**config.mk**
```make
export PLATFORM = sky130hd
export DESIGN_NAME = load_store_unit_flat
export DESIGN_NICKNAME = d
export VERILOG_FILES = /design/src/rtl/load_store_unit_if.sv /design/src/rtl/load_store_unit.sv /design/src/flat_wrapper.sv
export SDC_FILE = /design/constraint.sdc
export NUM_CORES = 1
export LEC_CHECK = 0
export ABC_AREA = 1
export BUFFER_PORTS_ARGS = -buffer_cell sky130_fd_sc_hd__buf_2
export CORE_ASPECT_RATIO = 1.5
export CORE_MARGIN = 2
export CORE_UTILIZATION = 25
export DETAILED_ROUTE_END_ITERATION = 16
export GPL_ROUTABILITY_DRIVEN = 0
export HOLD_SLACK_MARGIN = 0.08
export PLACE_DENSITY = 0.55
export SYNTH_ARGS = -nofsm -noshare
export SYNTH_HDL_FRONTEND = slang
export SYNTH_SLANG_ARGS = --single-unit
```
**constraint.sdc**
```tcl
create_clock -name clk -period 4.98 [get_ports clk]
set_input_delay 0.498 -clock clk [delete_from_list [all_inputs] [get_ports clk]]
set_output_delay 0.498 -clock clk [all_outputs]
set_load 0.02 [all_outputs]
```
**src/rtl/load_store_unit_if.sv**
```systemverilog
// Instruction-type package and data-memory bus interface for the load/store unit.
// The LSU drives the master side; the data memory (or a bench model) the slave side.
package lsu_pkg;
  typedef enum logic [4:0] {
    I_NOP, I_LUI, I_ADD, I_ADDI, I_BEQ, I_JAL,
    I_LB, I_LH, I_LW, I_LBU, I_LHU, I_SB, I_SH, I_SW
  } rv32i_instr_e;
endpackage

interface load_store_unit_if;
  logic        req;
  logic        we;
  logic [31:0] addr;
  logic [3:0]  be;
  logic [31:0] wdata;
  logic        gnt;
  logic        rvalid;
  logic [31:0] rdata;

  modport master (output req, we, addr, be, wdata, input gnt, rvalid, rdata);
  modport slave  (input req, we, addr, be, wdata, output gnt, rvalid, rdata);
endinterface

```
**src/rtl/load_store_unit.sv**
```systemverilog
// Single-outstanding load/store unit: IDLE -> REQ -> (WAIT) -> DONE, stalling the pipeline meanwhile.
// Define LSU_MISALIGN_TRAP_EN to trap misaligned word/half accesses instead of ignoring alignment bits.
module load_store_unit
  import lsu_pkg::*;
#(
  parameter int TIMEOUT = 16
) (
  input  logic                     clk,
  input  logic                     rst,
  input  rv32i_instr_e             id_ex_instr_type_i,
  input  logic [31:0]              mem_addr_i,
  input  logic [31:0]              ex_fwd_rs2_data_i,
  input  logic [4:0]               id_ex_rd_addr_i,
  load_store_unit_if.master        dmem,
  output logic                     lsu_stall_o,
  output logic [31:0]              lsu_wb_result_o,
  output logic                     lsu_wb_write_en_o,
  output logic [4:0]               lsu_wb_rd_addr_o,
  output logic                     lsu_bus_error_o,
  output logic                     lsu_misaligned_o
);
  typedef enum logic [1:0] {S_IDLE, S_REQ, S_WAIT, S_DONE} state_e;

  localparam int CNT_W = (TIMEOUT < 2) ? 1 : $clog2(TIMEOUT + 1);

  state_e           state_q, state_d;
  logic [CNT_W-1:0] cnt_q, cnt_d;
  logic [31:0]      addr_q, wdata_q;
  logic [3:0]       be_q;
  logic [4:0]       rd_q;
  rv32i_instr_e     type_q;
  logic [31:0]      wb_result_q;
  logic             wb_we_q, berr_q;
  logic [4:0]       wb_rd_q;
  logic             is_mem, is_store_q, misaligned, capture, load_done, timeout_hit;

  function automatic logic [3:0] f_be(input rv32i_instr_e t, input logic [1:0] a);
    case (t)
      I_LB, I_LBU, I_SB: return 4'b0001 << a;
      I_LH, I_LHU, I_SH: return 4'b0011 << {a[1], 1'b0};
      default:           return 4'b1111;
    endcase
  endfunction

  function automatic logic [31:0] f_wdata(input rv32i_instr_e t, input logic [31:0] d);
    case (t)
      I_SB:    return {4{d[7:0]}};
      I_SH:    return {2{d[15:0]}};
      default: return d;
    endcase
  endfunction

  function automatic logic [31:0] f_extend(input rv32i_instr_e t, input logic [1:0] a,
                                           input logic [31:0] d);
    logic [7:0]  b;
    logic [15:0] h;
    b = 8'(d >> {a, 3'b000});
    h = a[1] ? d[31:16] : d[15:0];
    case (t)
      I_LB:    return {{24{b[7]}}, b};
      I_LBU:   return {24'h0, b};
      I_LH:    return {{16{h[15]}}, h};
      I_LHU:   return {16'h0, h};
      default: return d;
    endcase
  endfunction

`ifdef LSU_MISALIGN_TRAP_EN
  function automatic logic f_misaligned(input rv32i_instr_e t, input logic [1:0] a);
    case (t)
      I_LW, I_SW:        return a != 2'b00;
      I_LH, I_LHU, I_SH: return a[0];
      default:           return 1'b0;
    endcase
  endfunction
`endif

  always_comb begin
    is_mem     = id_ex_instr_type_i inside {I_LB, I_LH, I_LW, I_LBU, I_LHU, I_SB, I_SH, I_SW};
    is_store_q = type_q inside {I_SB, I_SH, I_SW};
    misaligned = 1'b0;
`ifdef LSU_MISALIGN_TRAP_EN
    misaligned = is_mem && f_misaligned(id_ex_instr_type_i, mem_addr_i[1:0]);
`endif
  end

  always_comb begin
    state_d     = state_q;
    cnt_d       = cnt_q;
    capture     = 1'b0;
    load_done   = 1'b0;
    timeout_hit = 1'b0;
    case (state_q)
      S_IDLE: if (is_mem) begin
        capture = 1'b1;
        state_d = misaligned ? S_DONE : S_REQ;
      end
      S_REQ: if (dmem.gnt) begin
        state_d = is_store_q ? S_DONE : S_WAIT;
        cnt_d   = '0;
      end
      // rvalid is checked first so a response in the last allowed cycle still completes
      S_WAIT: begin
        if (dmem.rvalid) begin
          load_done = 1'b1;
          state_d   = S_DONE;
        end else if (TIMEOUT != 0 && cnt_q == CNT_W'(TIMEOUT - 1)) begin
          timeout_hit = 1'b1;
          state_d     = S_DONE;
        end else begin
          cnt_d = cnt_q + 1'b1;
        end
      end
      S_DONE:  state_d = S_IDLE;
      default: state_d = S_IDLE;
    endcase
  end

  always_ff @(posedge clk) begin
    if (rst) begin
      state_q     <= S_IDLE;
      cnt_q       <= '0;
      wb_result_q <= '0;
      wb_we_q     <= 1'b0;
      wb_rd_q     <= '0;
      berr_q      <= 1'b0;
    end else begin
      state_q <= state_d;
      cnt_q   <= cnt_d;
      wb_we_q <= 1'b0;
      berr_q  <= timeout_hit;
      if (load_done && rd_q != 5'd0) begin
        wb_we_q     <= 1'b1;
        wb_result_q <= f_extend(type_q, addr_q[1:0], dmem.rdata);
        wb_rd_q     <= rd_q;
      end
    end
  end

  always_ff @(posedge clk) begin
    if (capture) begin
      addr_q  <= mem_addr_i;
      be_q    <= f_be(id_ex_instr_type_i, mem_addr_i[1:0]);
      wdata_q <= f_wdata(id_ex_instr_type_i, ex_fwd_rs2_data_i);
      rd_q    <= id_ex_rd_addr_i;
      type_q  <= id_ex_instr_type_i;
    end
  end

  assign dmem.req          = (state_q == S_REQ);
  assign dmem.we           = (state_q == S_REQ) && is_store_q;
  assign dmem.addr         = {addr_q[31:2], 2'b00};
  assign dmem.be           = be_q;
  assign dmem.wdata        = wdata_q;
  assign lsu_stall_o       = !rst && (((state_q == S_IDLE) && is_mem) ||
                                      (state_q == S_REQ) || (state_q == S_WAIT));
  assign lsu_misaligned_o  = !rst && (state_q == S_IDLE) && misaligned;
  assign lsu_wb_result_o   = wb_result_q;
  assign lsu_wb_write_en_o = wb_we_q;
  assign lsu_wb_rd_addr_o  = wb_rd_q;
  assign lsu_bus_error_o   = berr_q;
endmodule

```
**src/flat_wrapper.sv**
```systemverilog
// flat-port wrapper written by rule: the top's interface ports become plain ports
module load_store_unit_flat import lsu_pkg::*;
#(
  parameter int TIMEOUT = 16
)
  (clk, rst, id_ex_instr_type_i, mem_addr_i, ex_fwd_rs2_data_i, id_ex_rd_addr_i, lsu_stall_o, lsu_wb_result_o, lsu_wb_write_en_o, lsu_wb_rd_addr_o, lsu_bus_error_o, lsu_misaligned_o, dmem_req, dmem_we, dmem_addr, dmem_be, dmem_wdata, dmem_gnt, dmem_rvalid, dmem_rdata);
  load_store_unit_if dmem_i ();
  input  logic clk;
  input  logic rst;
  input  rv32i_instr_e id_ex_instr_type_i;
  input  logic [31:0] mem_addr_i;
  input  logic [31:0] ex_fwd_rs2_data_i;
  input  logic [4:0] id_ex_rd_addr_i;
  output logic lsu_stall_o;
  output logic [31:0] lsu_wb_result_o;
  output logic lsu_wb_write_en_o;
  output logic [4:0] lsu_wb_rd_addr_o;
  output logic lsu_bus_error_o;
  output logic lsu_misaligned_o;
  output wire logic [$bits(dmem_i.req)-1:0] dmem_req;
  output wire logic [$bits(dmem_i.we)-1:0] dmem_we;
  output wire logic [$bits(dmem_i.addr)-1:0] dmem_addr;
  output wire logic [$bits(dmem_i.be)-1:0] dmem_be;
  output wire logic [$bits(dmem_i.wdata)-1:0] dmem_wdata;
  input wire logic [$bits(dmem_i.gnt)-1:0] dmem_gnt;
  input wire logic [$bits(dmem_i.rvalid)-1:0] dmem_rvalid;
  input wire logic [$bits(dmem_i.rdata)-1:0] dmem_rdata;
  assign dmem_req = dmem_i.req;
  assign dmem_we = dmem_i.we;
  assign dmem_addr = dmem_i.addr;
  assign dmem_be = dmem_i.be;
  assign dmem_wdata = dmem_i.wdata;
  assign dmem_i.gnt = dmem_gnt;
  assign dmem_i.rvalid = dmem_rvalid;
  assign dmem_i.rdata = dmem_rdata;
  load_store_unit #(.TIMEOUT(TIMEOUT)) u_core (.clk(clk), .rst(rst), .id_ex_instr_type_i(id_ex_instr_type_i), .mem_addr_i(mem_addr_i), .ex_fwd_rs2_data_i(ex_fwd_rs2_data_i), .id_ex_rd_addr_i(id_ex_rd_addr_i), .dmem(dmem_i), .lsu_stall_o(lsu_stall_o), .lsu_wb_result_o(lsu_wb_result_o), .lsu_wb_write_en_o(lsu_wb_write_en_o), .lsu_wb_rd_addr_o(lsu_wb_rd_addr_o), .lsu_bus_error_o(lsu_bus_error_o), .lsu_misaligned_o(lsu_misaligned_o));
endmodule
```
* Word level (Yosys, flattened, before mapping)
Cells that the tools add are included.
** Storage, ports and cells
- Bits in registers :: 124
- Input port bits :: 110
- Output and inout port bits :: 111
- Logic and storage cells :: 77
** Cells by class
- Add/subtract/negate cells :: 1
- Equality and inequality tests :: 24
- Shift-type cells :: 3
- Mux-type cells :: 20
- Bitwise gates (word level) :: 1
- Reductions and logical operators :: 17
** Operators with widths (number)
- $pmux W32 S4 :: 1
- $pmux W32 S2 :: 1
- $eq A5 B4 Y1 const B :: 12
- $shr A32 B5 Y8 :: 1
- $eq A5 B3 Y1 const B :: 4
- $mux W16 :: 1
- $mux W5 :: 3
- $pmux W5 S2 :: 1
- $reduce_or A3 Y1 :: 3
- $mux W2 :: 4
- $pmux W2 S4 :: 1
- $pmux W4 S2 :: 1
- $reduce_bool A8 Y1 :: 1
- $mux W1 :: 7
- $add A5 B1 Y5 const B :: 1
- $reduce_bool A5 Y1 :: 1
- $eq A2 B2 Y1 const B :: 2
- $logic_and A1 B1 Y1 :: 4
- $ne A2 B1 Y1 const B :: 2
- $ne A2 B2 Y1 const B :: 2
- $reduce_and A4 Y1 :: 1
- $shl A1 B2 Y4 const A :: 1
- $shl A2 B2 Y4 const A :: 1
- $ne A3 B2 Y1 const B :: 1
- other kinds (8) :: 9

* Longest topological paths before layout
- Word-level depth :: 6
- Depth in mapped cells :: 12
- Depth with buffers taken out :: 11

* Least setup slack after synthesis
Ideal clock, no wire load.
- Path kind :: input port to flip-flop
- From :: input port id_ex_instr_type_i[3]
- To :: register u_core.addr_q[0] (enable)
- Data arrival time :: 2.600 ns
- Path slack :: 1.949 ns
- Cell stages on the path :: 6
- Buffers on the path :: 0
- Cells stage by stage :: inv_1 nor2_1 nand3_2 nand2_1 o21ai_0 inv_1
** On the way
- Cells in the longest elaborated chain, start to end :: 4
- Elaborated cells between the ends (all ways) :: 11
- Those cells by class :: eq/ne: 8; mux: 2; reduce/logical: 1
** RTL lines
- from (decl) :: RTL line flat_wrapper.sv:10 : input rv32i_instr_e id_ex_instr_type_i;
- $eq A5 B3 Y1 / $eq A5 B4 Y1 (equally long branches) :: RTL line load_store_unit.sv:79 : is_mem = id_ex_instr_type_i inside {I_LB, I_LH, I_LW, I_LBU, I_LHU, I_SB, I_SH, I_SW};
- $reduce_bool A8 Y1 * :: RTL line load_store_unit.sv:79
- $mux W1 * :: RTL line load_store_unit.sv:94 : S_IDLE: if (is_mem) begin
- $mux W1 * :: RTL line load_store_unit.sv:93 : case (state_q)
- via u_core.capture :: RTL line load_store_unit.sv:35 : logic is_mem, is_store_q, misaligned, capture, load_done, timeout_hit;
- to (signal assigned) :: RTL line load_store_unit.sv:142 : addr_q <= mem_addr_i;
- to (decl) :: RTL line load_store_unit.sv:28 : logic [31:0] addr_q, wdata_q;
Mark *: on every way through the listed nets, which the timed path passes. The rest lies on a longest branch.
A chain may end at the register's enable or synchronous reset.

* Final worst setup path
- From :: input port id_ex_instr_type_i[0]
- To :: register u_core.be_q[2], in the netlist u_core.dmem.be[2] (enable)
** On the way
- Cells in the longest elaborated chain, start to end :: 4
- Elaborated cells between the ends (all ways) :: 11
- Those cells by class :: eq/ne: 8; mux: 2; reduce/logical: 1
** RTL lines
- $eq A5 B3 Y1 / $eq A5 B4 Y1 (equally long branches) :: RTL line load_store_unit.sv:79
- $reduce_bool A8 Y1 * :: RTL line load_store_unit.sv:79
- $mux W1 * :: RTL line load_store_unit.sv:94
- $mux W1 * :: RTL line load_store_unit.sv:93
- via u_core.capture :: RTL line load_store_unit.sv:35
- to (signal assigned) :: RTL line load_store_unit.sv:143 : be_q <= f_be(id_ex_instr_type_i, mem_addr_i[1:0]);
- to (decl) :: RTL line load_store_unit.sv:29 : logic [3:0] be_q;
Marks and branches as above.

==> results by group <==
Routing
  • DRT antenna net count: 0
  • DRC: 0
  • Routed vias: 5,055
  • Vias/cell: 4.22
  • DR iter-0 viols: 287
  • Wirelength, routed: 16,700 µm
  • Routed WL per cell: 13.9 µm
  • Pre-antenna DRT Iters: 4

Power
  • Clock power frac: 34.3%
  • Pwr Density: 431 mW/mm²
  • Reg power frac: 40.4%
  • Maximum vdd drop: 0.277 mV
  • Comb power frac: 25.3%
  • Sw frac: 33.1%
  • Pleak: 3.58 nW
  • Cell internal pwr: 2.22 mW
  • Switch Pwr: 1.10 mW
  • Pwr Total: 3.32 mW

STA
  • Worst slew pin tran: 0.786 ns
  • Final Cycle Share: 51.5%
  • Hold WS: 0.258 ns
  • RSZ-0062 raised after global routing: no
  • Setup TNS: 0 ns
  • Slew headroom: 47.6%
  • Final Hold Vio Count: 0
  • Max Slew Vio Count: 0
  • Clock Skew: 0.00981 ns
  • Fmax: 390 MHz
  • Period minus WS final: 2.56 ns
  • Final Setup Violations: 0

Outcome
  • Status: completed

Worst setup path
  • CP arrival: 2.67 ns
  • Setup CP Type: in2reg
  • Crit path cell chain: buf_2 -> nand2_1 -> inv_1 -> nand3_2 -> buf_4 -> nand2_1 -> o21ai_0 -> clkinv_2 -> buf_4
  • Critical path launch point type: input pin
  • Critical path capture point type: register
  • Crit-path slowest cell: clkinv_2
  • Buf/Inv on CP: 5
  • CP Max Fanout: 41
  • Critical Path Max Stage Delay: 0.65 ns
  • Worst r2r src: u_core.state_q[0]
  • FF-to-FF setup slack: 2.60 ns
  • Crit. Startpoint: id_ex_instr_type_i[0]
  • Delay-heaviest family, CP: buffers and inverters
  • Required time worst endpoint: 5.09 ns

Final layout
  • Most common cell after layout, fill and taps aside: buf_2
  • Area of the multi-input gates: 0.00203 mm²
  • Area growth, synth to finish: 27.7%
  • Most frequent cells in the layout: buf_2 (217), nand2_1 (109), nor2_1 (92), inv_1 (83), edfxtp_1 (78)
  • Fin nets: 980
  • Ant diodes: 0
  • Share of cells above drive strength 1: 34.1%
  • Fill cell count: 2,514
  • Register area: 0.00326 mm²
  • Post-layout utilization of the core: 32.5%
  • Final non-filler cell total: 1,197

Global route
  • First-pass GRT wire length: 25,600 µm
  • Initial antenna violation count: 0
  • Largest net degree at the start of global routing: 43
  • All-layer global routing usage: 13.3%
  • Global route overflow: 0
  • Vias in the first global route: 4,853

Clocking
  • CTS sink cnt: 124
  • H-tree levels: 4
  • Clk Latency, worst-skew pair: 0.41 ns
  • CTS Hold Bufs: 0
  • Setup bufs post-CTS: 0
  • Clock buffer depth: 2
  • CTS tree: done
  • Post-CTS Resized: 0
  • Num CTS Buffers: 17
  • Worst-path clk slew: 0.06 ns
  • Root Buffer: clkbuf_16

Placement
  • Placed cells: 1,165
  • Detail Placement HPWL: 12,300 µm
  • Buffers on Ports: 217

Logic synthesis
  • Area leader, netlist: edfxtp_1
  • Mapped Avg Cell Area: 8.87 µm²
  • Number of synthesis warnings: 0
  • Synth Instances: 680
  • Cell variety after synth: 34
  • Yosys reg bits: 124
  • Seq/Total Area, Yosys: 54.1%
  • Cell Area, Synth: 0.00603 mm²
  • Top cell type's share of synthesized area: 38.8%
  • Ranking of synthesized cells by area: edfxtp_1 (39%), dfxtp_1 (15%), nand2_1 (6.8%)

Floorplan
  • Ports: 221
  • Die Height: 194 µm
  • Initial Util: 25.4%
  • Area of the core: 0.0237 mm²
  • Die Area: 0.0254 mm²
  • Die Wd: 131 µm
  • Site Rows: 69

Hold path
  • HP Start: mem_addr_i[3]
  • Hold Crit Class: in2reg

Run
  • Max-cap violations: 0
-- cells by family after synthesis --
| kind of cell | share of synthesized area [%] |
|---|---|
| AOI/OAI and AO/OA | 11.0 |
| DFF | 54.1 |
| adders and majority gates | 1.04 |
| other | 0.0621 |
| muxes | 0.166 |
| and+or+nand+nor | 21.2 |
| buffers and inverters | 12.5 |
-- flip-flops by register name, summed over array words and instances (netlist names) --
signal                    cells
u_core.addr_q                32
u_core.dmem.wdata            32
u_core.lsu_wb_result_o       32
u_core.cnt_q                  5
u_core.lsu_wb_rd_addr_o       5
u_core.rd_q                   5
u_core.type_q                 5
u_core.dmem.be                4
u_core.state_q                2
u_core.lsu_bus_error_o        1
u_core.lsu_wb_write_en_o      1
-- synthesized netlist by cell type (all sizes together) --
master    n
nor2    101
ha        5
nand3    42
o21ai    57
mux2i     1
dfxtp    46
buf      50
o22ai     8
a31oi     2
nand2   122
a21oi    48
inv      94
edfxtp   78
conb      1
and3      1
nor3      7
o211ai    8
o31ai     1
clkbuf    8
-- metal layers --
layer	share of wire (%)	GRT usage (%)	up-vias	wire length [µm]
li1	-	-	2556	-
met1	40	15.0	2295	6590
met2	52	23.1	192	8620
met3	7.1	4.14	12	1180
met4	1.6	5.00	0	263
met5	0	0	-	0
-- path summary, 6_finish.rpt --
kind | end | cells after the start
setup / recovery | u_core.dmem.be[2] | 9
setup reg to reg | u_core.dmem.be[2] | 5
hold / removal | u_core.addr_q[3] | 1
hold reg to reg | u_core.lsu_wb_rd_addr_o[2] | 2
-- through the flow --
stage          cell area [µm²]  setup slack (ns)
2_1_floorplan             6040              1.95
3_3_place_gp              7170              2.04
3_5_place_dp              7170              1.98
4_1_cts                   7710              2.40
5_1_grt                   7710              2.26
6_report                  7710              2.42
-- area by class of cell --
type / instances / share of cell area [%]
clock buffer: 20 / 5.67
clock inverter: 12 / 1.28
inverter: 94 / 4.66
multi-input combinational: 406 / 26.3
sequential: 124 / 42.3
tap: 319 / 5.18
timing repair buffer: 222 / 14.6
-- power groups by stage --
stage                     combinational (mW)  sequential [mW]  clock, mW
after floorplan                        0.472             1.49          0
after global placement                 0.846             1.36          0
after detailed placement               0.851             1.36          0
after CTS                              0.854             1.34       1.19
after global routing                   0.933             1.36       1.23
final                                  0.839             1.34       1.14
No activity file was read; power rests on OpenSTA's default activity.
